[src/rtl/lut_prog.sv]
// lut_prog: registered look-up table whose contents are reloaded through a serial config port.
// Optional macro LUT_READBACK_EN adds cfg_bit_o, a serial readback of the previous table during a load.
`default_nettype none

module lut_prog #(
  parameter int                          IN_W  = 4,
  parameter int                          OUT_W = 1,
  parameter logic [(2**IN_W)*OUT_W-1:0]  INIT  = 16'h0510
) (
  input  logic              clk_i,
  input  logic              rst_i,
  input  logic [IN_W-1:0]   x_i,
  input  logic              x_valid_i,
  output logic [OUT_W-1:0]  y_o,
  output logic              y_valid_o,
  input  logic              cfg_start_i,
  input  logic              cfg_bit_i,
  input  logic              cfg_valid_i,
  output logic              cfg_busy_o,
  output logic              cfg_done_o
`ifdef LUT_READBACK_EN
  ,
  output logic              cfg_bit_o
`endif
);

  localparam int DEPTH = 2**IN_W;
  localparam int NBITS = DEPTH * OUT_W;
  localparam int CNT_W = $clog2(NBITS) + 1;

  typedef enum logic [0:0] {
    S_RUN  = 1'b0,
    S_LOAD = 1'b1
  } state_t;

  state_t             r_state;
  state_t             w_state_next;
  logic [NBITS-1:0]   r_active;
  logic [NBITS-1:0]   r_shadow;
  logic [CNT_W-1:0]   r_cnt;
  logic [OUT_W-1:0]   r_y;
  logic               r_y_valid;
  logic               r_done;

  logic               w_accept;
  logic               w_last;
  logic [NBITS-1:0]   w_mask;
  logic [NBITS-1:0]   w_shadow_nxt;
  logic [OUT_W-1:0]   w_entry;
  logic               w_lookup;

  // A restart in the same cycle as a data bit wins; the bit is dropped.
  assign w_accept     = (r_state == S_LOAD) && cfg_valid_i && !cfg_start_i;
  assign w_last       = w_accept && (r_cnt == CNT_W'(NBITS - 1));
  assign w_mask       = {{(NBITS-1){1'b0}}, 1'b1} << r_cnt;
  assign w_shadow_nxt = cfg_bit_i ? (r_shadow | w_mask) : r_shadow;
  assign w_entry      = OUT_W'(r_active >> (int'(x_i) * OUT_W));
  assign w_lookup     = (r_state == S_RUN) && x_valid_i;

  always_comb begin
    w_state_next = r_state;
    case (r_state)
      S_RUN:   if (cfg_start_i) w_state_next = S_LOAD;
      S_LOAD:  if (w_last)      w_state_next = S_RUN;
      default: w_state_next = S_RUN;
    endcase
  end

  always_ff @(posedge clk_i) begin
    if (rst_i) begin
      r_state   <= S_RUN;
      r_active  <= INIT;
      r_shadow  <= '0;
      r_cnt     <= '0;
      r_y       <= '0;
      r_y_valid <= 1'b0;
      r_done    <= 1'b0;
    end else begin
      r_state   <= w_state_next;
      r_y_valid <= w_lookup;
      r_done    <= w_last;
      if (w_lookup) r_y <= w_entry;
      if (cfg_start_i) begin
        r_cnt    <= '0;
        r_shadow <= '0;
      end else if (w_accept) begin
        r_cnt    <= r_cnt + CNT_W'(1);
        r_shadow <= w_shadow_nxt;
      end
      // Final bit goes straight into the active table so the first RUN cycle already sees it.
      if (w_last) r_active <= w_shadow_nxt;
    end
  end

  assign y_o        = r_y;
  assign y_valid_o  = r_y_valid;
  assign cfg_busy_o = (r_state == S_LOAD);
  assign cfg_done_o = r_done;

`ifdef LUT_READBACK_EN
  logic r_rb;
  always_ff @(posedge clk_i) begin
    if (rst_i) r_rb <= 1'b0;
    else       r_rb <= w_accept ? |(r_active & w_mask) : 1'b0;
  end
  assign cfg_bit_o = r_rb;
`endif

endmodule

`default_nettype wire

[config.mk]
export PLATFORM = sky130hd
export DESIGN_NAME = lut_prog
export DESIGN_NICKNAME = d
export VERILOG_FILES = /design/src/rtl/lut_prog.sv
export SDC_FILE = /design/constraint.sdc
export NUM_CORES = 1
export LEC_CHECK = 0
export CAP_MARGIN = 15
export CORE_ASPECT_RATIO = 1.75
export CORE_MARGIN = 4
export CORE_UTILIZATION = 60
export CTS_CLUSTER_SIZE = 28
export DETAILED_ROUTE_END_ITERATION = 8
export MAX_ROUTING_LAYER = met4
export PLACE_DENSITY = 0.82
export SLEW_MARGIN = 0
export SYNTH_ARGS = -nofsm -noshare
export SYNTH_HDL_FRONTEND = slang
export SYNTH_SLANG_ARGS = --single-unit
[constraint.sdc]
create_clock -name clk_i -period 2.45 [get_ports clk_i]
set_input_delay 0.6125 -clock clk_i [delete_from_list [all_inputs] [get_ports clk_i]]
set_output_delay 0.6125 -clock clk_i [all_outputs]
set_load 0.02 [all_outputs]
==> flow_metrics.py <==
metrics = {
    "synthesis": {
        "ys.flop_type": "dfxtp_1",
        "synth_edf_count": 0,
        "synthesis.instances": 186,
        "yosys.area_share.simple_pct": 14.1,
        "synth_common_cells": "dfxtp_1, nor2_1, a21oi_1",
        "synth_top_area_share_pct": 48.0,
        "ys_types": 31,
        "yosys.area_share.adder_pct": 5.12,
        "synth_compound_area_share_pct": 20.6,
        "synth.ff_latch_count": 41,
        "yosys_warnings": 0,
        "ys_async_sr_fraction_pct": 0,
        "synth_largest_area_cell": "dfxtp_1",
        "yosysSeqAreaShare_pct": 48.0,
        "synthXorXnorAreaFrac_pct": 1.02,
        "synth_top_family_by_area": "compound AO/OA/AOI/OAI gates",
        "synth_area_sq_mm": 0.00171,
        "syn-mean-instance-area_sq_um": 9.19,
        "syn-num-nets": 203,
        "synthMuxAreaShare_pct": 5.71,
        "synth.most_common_cell": "dfxtp_1",
        "ys_top_cells_by_area": "dfxtp_1, a31oi_1, a21oi_1",
    },
    "run": {
        "maxCapViolations": 0,
    },
    "finish": {
        "num-nets-final": 213,
        "drive_gt1_share_pct": 8.63,
        "syn_to_final_growth_pct": 16.5,
        "n_antenna_cell": 0,
    },
    "clock_network": {
        "cts.path.max_buffers": 2,
        "ctsHoldBuffers": 0,
        "cts_resized": 0,
        "path_clk_slew_ns": 0.08,
        "cts_setup_buffers": 0,
        "root_buffer": "clkbuf_8",
        "cts_inserted_buffers": 5,
        "clk_latency_ns": 0.30,
        "clock-sinks": 41,
        "htreeDepth": 2,
        "cts_tree": "yes",
    },
    "drt": {
        "detail-route-antenna-nets": 0,
        "drc_errors": 0,
        "viasPerCell": 6.08,
        "wl_per_cell_microns": 15.5,
        "firstDrtPassIters": 4,
        "drt-initial-drc-count": 58,
        "totalWireLength_mm": 3.48,
        "route.vias.total": 1361,
    },
    "timing": {
        "finalSetupTns_ns": 0,
        "maxSlewViolCount": 0,
        "min_period_ns": 2.11,
        "tightest_slew_ns": 0.517,
        "finalSetupViolations": 0,
        "fin_crit_sh_pct": 86.2,
        "slew_headroom_pct": 65.0,
        "skew_ns": 0.00449,
        "grt_setup_unrepaired": "no",
        "hold_viol_final": 0,
        "fmax_mhz": 474,
    },
    "global_route": {
        "overflow": 0,
        "grt_pass1_wl_mm": 5.80,
        "grt_max_degree": 25,
        "antenna_found_initial": 0,
        "grt.total_usage_pct": 20.4,
        "grt_pass1_vias": 1279,
    },
    "floorplanning": {
        "die_y_microns": 78.6,
        "num_rows": 25,
        "io_pins": 14,
        "core-area_sq_mm": 0.00272,
        "initial_utilization_pct": 62.8,
        "die_area_sq_mm": 0.00380,
        "die_w_microns": 48.3,
    },
    "worst_setup_path": {
        "ff2ff_setup_slack_ns": 0.56,
        "criticalPathCategory": "input pin to flip-flop",
        "cp-start-kind": "input pin",
        "reg2reg_depth": 6,
        "r2r-start": "r_cnt[0]",
        "worstPathArrival_ns": 2.30,
        "end_kind": "flip-flop",
        "worst-path-max-fanout": 4,
        "crit_end": "y_o",
        "worstSetupStartpoint": "x_i[2]",
        "rr_endpoint": "r_active[15]",
        "required_ns": 2.64,
    },
    "placement": {
        "dp_hpwl_mm": 2.56,
        "portBuffers": 13,
        "place.gp.congestion": 0.768,
    },
    "power_and_ir_drop": {
        "power_mw": 1.40,
        "power.density_mw_per_mm2": 701,
        "ir_worst_vdd_uv": 777,
        "leakagePower_nw": 0.750,
    },
    "outcome": {
        "status": "complete, no violations",
    },
    "worst_hold_path": {
        "whs_path_depth": 2,
        "hp-class": "flip-flop to flip-flop",
    },
}
## cell usage in the layout, fill, tap and decap left out, types with 2 or more instances in the layout
cell type,instances
a31oi_1,16
a21oi_1,18
nand3b_1,2
inv_1,8
mux4_2,2
dfxtp_1,41
o21ai_0,14
nand2_1,14
and2_0,3
o21a_1,2
clkdlybuf4s50_1,13
bufinv_16,2
clkbuf_8,5
mux4_1,2
buf_4,3
and3b_1,2
ha_1,7
nor2_1,22
nor3b_1,2
a211oi_1,5
## worst max-delay path, stage by stage
cell	delay [ns]
clkdlybuf4s50_1	0.60
mux4_2	0.55
o211ai_1	0.18
a21oi_1	0.09
a311o_1	0.26
## metrics by stage
step	std cells	worst slack [ns]	area [sq um]	utilization [%]	hold WS (ns)
after floorplan	186	0.740	1710	-	0.417
after global placement	216	0.0544	1850	68.1	0.426
after detailed placement	216	-0.00102	1850	68.1	0.436
after CTS	224	0.322	1990	73.1	0.455
after global routing	224	0.210	1990	73.1	0.475
final	224	0.338	1990	73.1	0.452
## cell type report
| type | instances | area [sq um] |
|---|---|---|
| clock buffer | 5 | 68.8 |
| clock inverter | 3 | 68.8 |
| fill | 193 | 731 |
| inverter | 8 | 30.0 |
| multi-input combinational | 123 | 796 |
| sequential | 41 | 821 |
| tap | 27 | 33.8 |
| timing repair buffer | 17 | 173 |
## logic make-up after synthesis
logic type,count (synthesis)
compound gates,59
simple gates,51
flops,41
buf+inv,22
fa+ha+maj,7
mux,4
xor+xnor,2
## layer usage
layer  up-vias  part of all wire, %  track usage (%)
met5         -                    0                -
met4         0                  2.6             11.4
met3         8                  5.7             5.88
met2        45                   54             34.9
met1       636                   38             20.1
li1        672                    -                -
## power breakdown
group	internal, mW	leakage, nW	switching (mW)
logic	0.0370	0.350	0.0390
registers	0.670	0.331	0.00372
clock network	0.410	0.0687	0.236
total	1.12	0.750	0.279
## registers in the layout, summed over array words and instances, names as in the netlist
register,flops
cfg_done_o,1
r_cnt,5
r_active,16
y_o,1
cfg_busy_o,1
y_valid_o,1
r_shadow,16
## worst min-delay path by stage
| stage | start | to | slack, ns |
|---|---|---|---|
| floorplan | r_active[6] | r_active[6] | 0.42 |
| global placement | r_active[2] | r_active[2] | 0.43 |
| detailed placement | r_active[3] | r_active[3] | 0.44 |
| CTS | r_active[3] | r_active[3] | 0.45 |
| global route | r_active[10] | r_active[10] | 0.47 |
| finish | r_active[3] | r_active[3] | 0.45 |
(Power assumes the default switching activity.)
